File: config.mk
export PLATFORM = sky130hd
export DESIGN_NAME = vram_scanner_flat
export DESIGN_NICKNAME = d
export VERILOG_FILES = /design/src/rtl/vram_scanner_if.sv /design/src/rtl/vram_scanner.sv /design/src/flat_wrapper.sv
export SDC_FILE = /design/constraint.sdc
export NUM_CORES = 1
export LEC_CHECK = 0
export ABC_AREA = 1
export CELL_PAD_IN_SITES_DETAIL_PLACEMENT = 1
export CELL_PAD_IN_SITES_GLOBAL_PLACEMENT = 1
export CORE_MARGIN = 4
export CORE_UTILIZATION = 43
export CTS_BUF_LIST = sky130_fd_sc_hd__clkbuf_16
export DETAILED_ROUTE_END_ITERATION = 16
export GPL_TIMING_DRIVEN = 0
export PLACE_DENSITY_LB_ADDON = 0.1
export REMOVE_ABC_BUFFERS = 1
export SYNTH_ARGS = -nofsm -noshare
export SYNTH_HDL_FRONTEND = slang
export SYNTH_SLANG_ARGS = --single-unit
export TNS_END_PERCENT = 100
File: constraint.sdc
create_clock -name clk -period 3.1 [get_ports clk]
set_clock_uncertainty 0.15 [all_clocks]
set_input_delay 0.465 -clock clk [delete_from_list [all_inputs] [get_ports clk]]
set_output_delay 0.465 -clock clk [all_outputs]
set_load 0.02 [all_outputs]
File: src/rtl/vram_scanner_if.sv
// Scanner-side bus: VRAM read port plus the timed RGB565 video outputs.
`timescale 1ns/1ps
interface vram_scanner_if;
    logic [8:0]  vram_addr;
    logic [3:0]  vram_dout;
    logic        hsync;
    logic        vsync;
    logic        de;
    logic [15:0] rgb;
    logic        frame_start;

    modport master (output vram_addr, hsync, vsync, de, rgb, frame_start,
                    input  vram_dout);
    modport slave  (input  vram_addr, hsync, vsync, de, rgb, frame_start,
                    output vram_dout);
endinterface

File: src/rtl/vram_scanner.sv
// 640x480@60 raster scanner for the 25x15 tile playfield VRAM, 3-stage pipe to RGB565.
// Optional grid overlay: define VRAM_SCAN_GRID_EN.
`timescale 1ns/1ps
module vram_scanner #(
    parameter int          TILE_PX    = 24,
    parameter int          X_OFF      = 20,
    parameter int          Y_OFF      = 60,
    parameter logic [15:0] BORDER_RGB = 16'h001F
) (
    input logic            clk,
    input logic            rst_n,
    vram_scanner_if.master bus
);
    localparam int COLS = 25;
    localparam int ROWS = 15;
    localparam int SPW  = $clog2(TILE_PX);

    localparam logic [9:0] H_LAST  = 10'd799;
    localparam logic [9:0] V_LAST  = 10'd524;
    localparam logic [9:0] H_VIS   = 10'd640;
    localparam logic [9:0] V_VIS   = 10'd480;
    localparam logic [9:0] HS_BEG  = 10'd656;
    localparam logic [9:0] HS_END  = 10'd752;
    localparam logic [9:0] VS_BEG  = 10'd490;
    localparam logic [9:0] VS_END  = 10'd492;
    localparam logic [9:0] XB      = 10'(X_OFF);
    localparam logic [9:0] XE      = 10'(X_OFF + COLS * TILE_PX);
    localparam logic [9:0] YB      = 10'(Y_OFF);
    localparam logic [9:0] YE      = 10'(Y_OFF + ROWS * TILE_PX);
    localparam logic [SPW-1:0] SP_LAST = SPW'(TILE_PX - 1);
    localparam logic [8:0] RB_LAST = 9'((ROWS - 1) * COLS);

    typedef struct packed {
        logic vis;
        logic hs;
        logic vs;
        logic inf;
        logic fs;
    } ctl_t;

    localparam ctl_t CTL_RST = '{vis: 1'b0, hs: 1'b1, vs: 1'b1, inf: 1'b0, fs: 1'b0};

    logic [9:0]     hcnt, vcnt, hnxt, vnxt;
    logic [SPW-1:0] sx, sy;
    logic [4:0]     col;
    logic [8:0]     row_base;
    ctl_t           ctl0, ctl1, ctl2;
    logic [15:0]    pix;

    function automatic logic [15:0] palette(input logic [3:0] code);
        case (code)
            4'd0:    palette = 16'h0000;
            4'd1:    palette = 16'h07E0;
            4'd2:    palette = 16'hFFE0;
            4'd3:    palette = 16'hF800;
            4'd4:    palette = 16'h8410;
            default: palette = 16'hFFFF;
        endcase
    endfunction

    always_comb begin
        hnxt = (hcnt == H_LAST) ? 10'd0 : hcnt + 10'd1;
        vnxt = vcnt;
        if (hcnt == H_LAST)
            vnxt = (vcnt == V_LAST) ? 10'd0 : vcnt + 10'd1;
        ctl0.vis = (hcnt < H_VIS) && (vcnt < V_VIS);
        ctl0.hs  = !((hcnt >= HS_BEG) && (hcnt < HS_END));
        ctl0.vs  = !((vcnt >= VS_BEG) && (vcnt < VS_END));
        ctl0.inf = (hcnt >= XB) && (hcnt < XE) && (vcnt >= YB) && (vcnt < YE);
        ctl0.fs  = (hcnt == 10'd0) && (vcnt == V_VIS);
    end

    always_ff @(posedge clk or negedge rst_n) begin
        if (!rst_n) begin
            hcnt <= '0;
            vcnt <= '0;
        end else begin
            hcnt <= hnxt;
            vcnt <= vnxt;
        end
    end

    // Tile position tracks the stage-0 pixel; updated from the *next* counter
    // value so it is already correct on the first in-field pixel.
    always_ff @(posedge clk or negedge rst_n) begin
        if (!rst_n) begin
            sx       <= '0;
            col      <= '0;
            sy       <= '0;
            row_base <= '0;
        end else begin
            if (hnxt == XB) begin
                sx  <= '0;
                col <= '0;
            end else if ((hnxt > XB) && (hnxt < XE)) begin
                if (sx == SP_LAST) begin
                    sx  <= '0;
                    col <= col + 5'd1;
                end else begin
                    sx <= sx + 1'b1;
                end
            end
            if (hcnt == H_LAST) begin
                if (vnxt == YB) begin
                    sy       <= '0;
                    row_base <= '0;
                end else if ((vnxt > YB) && (vnxt < YE)) begin
                    if (sy == SP_LAST) begin
                        sy       <= '0;
                        row_base <= (row_base == RB_LAST) ? 9'd0 : row_base + 9'd25;
                    end else begin
                        sy <= sy + 1'b1;
                    end
                end
            end
        end
    end

    always_ff @(posedge clk or negedge rst_n) begin
        if (!rst_n) begin
            bus.vram_addr <= '0;
            ctl1          <= CTL_RST;
            ctl2          <= CTL_RST;
        end else begin
            if (ctl0.inf)
                bus.vram_addr <= row_base + 9'(col);
            ctl1 <= ctl0;
            ctl2 <= ctl1;
        end
    end

`ifdef VRAM_SCAN_GRID_EN
    logic grid1, grid2;

    always_ff @(posedge clk or negedge rst_n) begin
        if (!rst_n) begin
            grid1 <= 1'b0;
            grid2 <= 1'b0;
        end else begin
            grid1 <= (sx == '0) || (sy == '0);
            grid2 <= grid1;
        end
    end

    always_comb begin
        pix = palette(bus.vram_dout);
        if (grid2)
            pix = 16'h2104;
    end
`else
    always_comb begin
        pix = palette(bus.vram_dout);
    end
`endif

    always_ff @(posedge clk or negedge rst_n) begin
        if (!rst_n) begin
            bus.hsync       <= 1'b1;
            bus.vsync       <= 1'b1;
            bus.de          <= 1'b0;
            bus.rgb         <= '0;
            bus.frame_start <= 1'b0;
        end else begin
            bus.hsync       <= ctl2.hs;
            bus.vsync       <= ctl2.vs;
            bus.de          <= ctl2.vis;
            bus.frame_start <= ctl2.fs;
            bus.rgb         <= !ctl2.vis ? 16'h0000 : (ctl2.inf ? pix : BORDER_RGB);
        end
    end
endmodule

File: src/flat_wrapper.sv
// flat-port wrapper written by rule: the top's interface ports become plain ports
module vram_scanner_flat 
#(
    parameter int          TILE_PX    = 24,
    parameter int          X_OFF      = 20,
    parameter int          Y_OFF      = 60,
    parameter logic [15:0] BORDER_RGB = 16'h001F
)
  (clk, rst_n, bus_vram_addr, bus_hsync, bus_vsync, bus_de, bus_rgb, bus_frame_start, bus_vram_dout);
  vram_scanner_if bus_i ();
  input logic clk;
  input logic rst_n;
  output wire logic [$bits(bus_i.vram_addr)-1:0] bus_vram_addr;
  output wire logic [$bits(bus_i.hsync)-1:0] bus_hsync;
  output wire logic [$bits(bus_i.vsync)-1:0] bus_vsync;
  output wire logic [$bits(bus_i.de)-1:0] bus_de;
  output wire logic [$bits(bus_i.rgb)-1:0] bus_rgb;
  output wire logic [$bits(bus_i.frame_start)-1:0] bus_frame_start;
  input wire logic [$bits(bus_i.vram_dout)-1:0] bus_vram_dout;
  assign bus_vram_addr = bus_i.vram_addr;
  assign bus_hsync = bus_i.hsync;
  assign bus_vsync = bus_i.vsync;
  assign bus_de = bus_i.de;
  assign bus_rgb = bus_i.rgb;
  assign bus_frame_start = bus_i.frame_start;
  assign bus_i.vram_dout = bus_vram_dout;
  vram_scanner #(.TILE_PX(TILE_PX), .X_OFF(X_OFF), .Y_OFF(Y_OFF), .BORDER_RGB(BORDER_RGB)) u_core (.clk(clk), .rst_n(rst_n), .bus(bus_i));
endmodule
==> Word level (Yosys, flattened, before mapping) <==
Index checks and enable logic that the tools add are counted.
{ "totals": {"register_bits": 83, "elab_cells": 94, "in_bits": 6, "output_inout_bits": 29} }
{ "op_classes": {"mux": 19, "n_reduce_logical": 20, "eq_ne": 12, "order_cmp": 14, "n_addsub": 7} }
{ "op_table": {"columns": ["op", "n"], "rows": [
  ["$pmux W16 S5", 1],
  ["$mux W5", 9],
  ["$lt A10 B10 Y1 const B", 4],
  ["$lt A10 B9 Y1 const B", 4],
  ["$mux W9", 4],
  ["$mux W16", 2],
  ["$mux W10", 3],
  ["$add A10 B1 Y10 const B", 2],
  ["$eq A10 B10 Y1 const B", 2],
  ["$add A5 B1 Y5 const B", 3],
  ["$eq A10 B5 Y1 const B", 1],
  ["$eq A10 B6 Y1 const B", 1],
  ["$eq A10 B9 Y1 const B", 1],
  ["$eq A5 B5 Y1 const B", 2],
  ["$ge A10 B10 Y1 const B", 1],
  ["$ge A10 B5 Y1 const B", 1],
  ["$ge A10 B6 Y1 const B", 1],
  ["$ge A10 B9 Y1 const B", 1],
  ["$gt A10 B5 Y1 const B", 1],
  ["$gt A10 B6 Y1 const B", 1],
  ["$logic_not A10 Y1", 1],
  ["$add A9 B5 Y9", 1],
  ["$add A9 B5 Y9 const B", 1],
  ["$eq A9 B9 Y1 const B", 1],
  ["other kinds (9)", 23]
]} }

==> Logic depth before layout (Yosys ltp) <==
{ "logic_depth": {"depth_word": 7, "ltp_mapped": 18, "mapped_depth_nobuf": 17} }

==> Worst setup path after synthesis <==
No wires, ideal clock.
{ "synth_path": {"kind": "reg2reg", "start": "register u_core.hcnt[0]", "end": "register u_core.row_base[1]", "required_ns": 2.833, "setup_time_ns": 0.117, "slack_ns": 0.884, "path_buffers": 1, "path_stages_with_launch": 15, "period_less_slack_ns": 2.216, "arrival_time_ns": 1.949, "cell_sequence": "dfrtp_1 > ha_1 > nand2_2 > nor2_8 > nand4_4 > buf_6 > nor2_1 > nor2_1 > nand3_2 > nor2_4 > nand3_4 > nand2_4 > nand3_4 > nand2_1 > nand2_1"} }
{ "synth_via": {"elab_chain_cells": 6, "word_cells_on_any_way": 10, "cone_classes": "order compare: 2; eq/ne: 2; mux: 2; reduce/logical: 4"} }
{ "synth_lines": {"columns": ["element", "line_no", "source"], "rows": [
  ["start, declared", "vram_scanner.sv:43", "logic [9:0] hcnt, vcnt, hnxt, vnxt;"],
  ["start signal, assigned", "vram_scanner.sv:78", "hcnt <= hnxt;"],
  ["$eq A10 B10 Y1 *", "vram_scanner.sv:64, vram_scanner.sv:103", null],
  ["$mux W10", "vram_scanner.sv:64", "if (hcnt == H_LAST)"],
  ["$gt A10 B6 Y1 or $lt A10 B9 Y1 (tied branches)", "vram_scanner.sv:107", "end else if ((vnxt > YB) && (vnxt < YE)) begin"],
  ["$logic_and A1 B1 Y1", "vram_scanner.sv:107", null],
  ["$reduce_bool A2 Y1 (no line)", null, null],
  ["$reduce_and A3 Y1 (no line)", null, null],
  ["end signal, assigned", "vram_scanner.sv:110", "row_base <= (row_base == RB_LAST) ? 9'd0 : row_base + 9'd25;"],
  ["end, declared", "vram_scanner.sv:46", "logic [8:0] row_base;"]
]} }
Every way passes the cells marked *; elsewhere a longest branch is shown, timed or not.
A chain may end at the register's enable or synchronous reset.

==> Worst setup path after layout <==
{ "layout_path": {"start": "register u_core.hcnt[0]", "end": "register u_core.row_base[6]"} }
Same word-level chain as after synthesis.

==> summary.txt <==
Status
  • Status: complete, no violations

Global routing
  • Pin count of the biggest net entering global routing: 47
  • First-pass GRT wire length: 19350 um
  • Initial antenna violation count: 0
  • Total grt overflow: 0
  • Vias in the first global route: 4086
  • Total GRT Usage: 20.43%

Drt
  • DRC viols: 0
  • Final wirelength: 11310 um
  • DR pass1 iterations: 4
  • Via-to-Cell Ratio: 5.098
  • Via count: 3951
  • Met2 WL: 5596 um
  • WL met1: 5109 um
  • WL/cell: 14.60 um
  • Met3 wire length: 424 um
  • Top layer in use: met4
  • Number of DRC markers in iteration 0: 157
  • Post-DRT Antenna Nets: 0

Timing
  • Hold Violations, Final: 0
  • Max Fclk: 354.0 MHz
  • Max Slew Vio Count: 0
  • Setup violators final: 0
  • Crit path time final: 2.825 ns
  • Worst Max-Slew Pin Slew: 0.8873 ns
  • Slew headroom: 40.39%
  • Fin Hold WS: 0.1966 ns
  • Tcrit/Tclk final: 91.12%

Layout
  • FILL cells: 1306
  • Layout cells sized above 1: 9.546%
  • Design Area, Final: 5246 um^2
  • Net count reported at finish: 656
  • P&R area growth vs syn: 16.67%
  • Ant diodes: 0

Clock tree
  • Clk_lat worst skew: 0.34 ns
  • Longest Clk Path Bufs: 2
  • CTS tree: yes
  • Worst-path clk slew: 0.06 ns
  • H-Tree Depth: 3
  • Root Buffer Master: clkbuf_16
  • CTS Buf Count: 9
  • Clock net sink count: 73

Worst setup path
  • CP endpoint kind: flop
  • Crit path cell chain: ha_1, nand2_2, nor2_8, nand4_4, nand2_2, inv_2, nor2_1, nand3_2, nor2_4, nand3_4, nand2_8, nand3_4, nand2_1, nand2_1
  • R2r endpoint: u_core.row_base[6]
  • Critical path arrival: 2.90 ns
  • Setup CP Type: reg -> reg
  • R2R Path Start: u_core.hcnt[0]
  • Slowest stage cell on the critical path: dfrtp_1
  • Flop2flop setup slack: 0.28 ns
  • Crit path largest cell delay: 0.42 ns
  • Worst R2R Path Depth: 14
  • Worst Path Required: 3.18 ns
  • Crit-path max FO: 14
  • Stages on the worst setup path: 14
  • Crit path max-delay family: simple AND/OR/NAND/NOR gates
  • Worst setup SP type: flop
  • WP buf/inv: 1

Power and ir drop
  • Worst vdd ir: 0.1917 mV
  • Total power: 1.993 mW
  • P per Cell Area: 379.9 nW/um^2
  • Leakage: 2.609 nW

Placement
  • Port buffer count: 34
  • Area after DPL: 4906 um^2
  • DP HPWL: 8594 um
  • Gpl congestion: 0.9178

Job
  • Max Cap Viol: 0

Synthesis
  • Post-synthesis register bit count: 73
  • Synth cell types: 44
  • Cells after synthesis: 599
  • Area fraction of the dominant cell type after synthesis: 37.28%
  • Largest area contributor in the netlist: dfrtp_1
  • Top FF cell, synth: dfrtp_1
  • Largest cells by area after synthesis: dfrtp_1 (37%), nand2_1 (15%), nand3_1 (6.2%), inv_1 (6.2%), nor2_1 (5.7%)
  • Synthesis Warnings: 0
  • Avg Cell Area, Syn: 7.507 um^2
  • Post-synth EDFFs: 0
  • Asr flop ratio synth: 100.0%
  • Sequential share of the synthesized area: 40.79%
  • Post-synthesis cell area: 4497 um^2

Floorplanning
  • Core Region: 10280 um^2
  • Starting density of the core: 43.75%
  • Die ar.: 12160 um^2
  • Row count: 37
  • Chip Height: 110.3 um
  • Num ports: 35
  • Die width: 110.3 um

Hold path
  • Min-delay src: u_core.ctl2[0]
  • Worst hold endpoint: u_core.bus.frame_start
  • Hold Path Class: reg -> reg
  • Worst Hold Depth: 0
-- cell type report --
cell class | count | area, um^2 | area share [%]
multi-input cells | 428 | 2242 | 42.74
repair buffers | 41 | 412.9 | 7.870
clock inverters | 7 | 56.30 | 1.073
inverters | 81 | 305.3 | 5.819
flip-flops and latches | 73 | 1834 | 34.96
well taps | 136 | 170.2 | 3.243
clock buffers | 9 | 225.2 | 4.293
-- per-stage QoR --
| stage | std cells | setup WS, ns | util [%] | setup TNS, ns |
|---|---|---|---|---|
| finish | 775 | 0.2753 | 51.05 | 0 |
| global route | 775 | -0.002119 | 51.05 | -0.002119 |
| CTS | 770 | 0.1296 | 50.57 | 0 |
| detailed placement | 753 | 0.1422 | 47.74 | 0 |
| global placement | 752 | -1.201 | 47.49 | -82.02 |
| floorplan | 582 | 0.7061 | - | 0 |
-- per-layer routing --
layer  track usage, %  up-vias
li1                 -     1950
met3            3.960       15
met4            7.212        0
met1            26.46     1928
met2            34.06       58
met5                0        -
-- worst register-to-register path, cell delays in order, from the launching register on --
cell     delay [ns]
dfrtp_1        0.42
ha_1           0.24
nand2_2        0.12
nor2_8         0.15
nand4_4        0.24
nand2_2        0.17
inv_2          0.04
nor2_1         0.16
nand3_2        0.12
nor2_4         0.18
nand3_4        0.24
nand2_8        0.18
nand3_4        0.15
nand2_1        0.11
nand2_1        0.06
-- registers in the layout, summed over array words and instances (netlist names) --
signal / flops
u_core.bus.de: 1
u_core.hcnt: 10
u_core.vcnt: 10
u_core.bus.frame_start: 1
u_core.bus.hsync: 1
u_core.ctl1: 5
u_core.ctl2: 5
u_core.bus.vsync: 1
u_core.bus.vram_addr: 9
u_core.sy: 5
u_core.col: 5
u_core.row_base: 9
u_core.bus.rgb: 6
u_core.sx: 5
-- power by group --
group	internal, mW	switching [mW]	leakage [nW]	total (mW)
Clock	0.609	0.397	0.141	1.01
Sequential	0.954	0	0.944	0.954
Combinational	0.0108	0.0230	1.52	0.0337
Total	1.57	0.420	2.61	1.99
-- timing repair --
item | in CTS | in global routing
endpoints found under the setup margin | 0 | 9
buffers inserted | 0 | 5
gates resized for setup | 0 | 2
hold buffers | 1 | 0
hold endpoints to repair | 24 | 0
-- how the worst max path moves through the flow --
| stage | startpoint | to | slack, ns |
|---|---|---|---|
| 6_report | u_core.hcnt[0] | u_core.row_base[6] | 0.28 |
| 2_1_floorplan | u_core.hcnt[0] | u_core.row_base[1] | 0.71 |
| 3_3_place_gp | rst_n | u_core.sx[1] | -1.20 |
| 5_1_grt | u_core.hcnt[0] | u_core.row_base[8] | -0.002 |
| 3_5_place_dp | u_core.hcnt[0] | u_core.row_base[6] | 0.14 |
| 4_1_cts | u_core.hcnt[0] | u_core.row_base[6] | 0.13 |
-- layout by cell type (no fill, tap or decap), drive strengths merged --
cell / netlist / layout
dfstp: 6 / 6
ha: 15 / 15
a21o: 1 / 1
nand3b: 1 / 1
xor2: 12 / 12
inv: 80 / 82
a31oi: 1 / 1
o21bai: 1 / 1
a2111oi: 1 / 1
clkinv: 1 / 4
o21ai: 31 / 31
or2: 1 / 1
nor4: 1 / 1
nand2: 184 / 184
clkinvlp: 0 / 1
buf: 16 / 7
a211oi: 1 / 1
a21oi: 10 / 10
or3: 1 / 1
o211ai: 1 / 1
xnor2: 4 / 4
bufinv: 0 / 1
nor3b: 1 / 1
nor3: 9 / 9
clkbuf: 1 / 9
fa: 1 / 1
clkdlybuf4s50: 0 / 33
a21boi: 2 / 2
o22ai: 1 / 1
nor2: 79 / 79
nand4: 9 / 9
dlygate4sd3: 0 / 1
dfrtp: 67 / 67
nand3: 60 / 60
-- synthesized netlist by cell type (2+ instances only) --
cell      count
nand2_1     175
o21ai_2       2
inv_2         6
nand2_2       6
buf_6         2
a21boi_0      2
nor2_1       68
buf_2         2
nand4_1       8
o21ai_0      23
nand3_4       2
ha_1         15
nand2_4       3
nor2_8        3
buf_4        12
a21oi_1      10
xnor2_1       4
nand3_1      56
dfrtp_1      67
nor3_1        8
nor2_4        4
nor2_2        4
xor2_1       12
nand3_2       2
dfstp_2       6
o21ai_1       6
inv_1        74
-- logic make-up (layout without fill, tap and decap cells) --
logic type | Yosys count | after routing | share of synthesized area (%)
buf+inv | 98 | 138 | 9.599
xor+xnor | 16 | 16 | 3.116
simple gates | 346 | 346 | 35.67
flops | 73 | 73 | 40.79
compound gates | 50 | 50 | 6.205
fa+ha+maj | 16 | 16 | 4.619
Power figures use the tool's default switching activity.
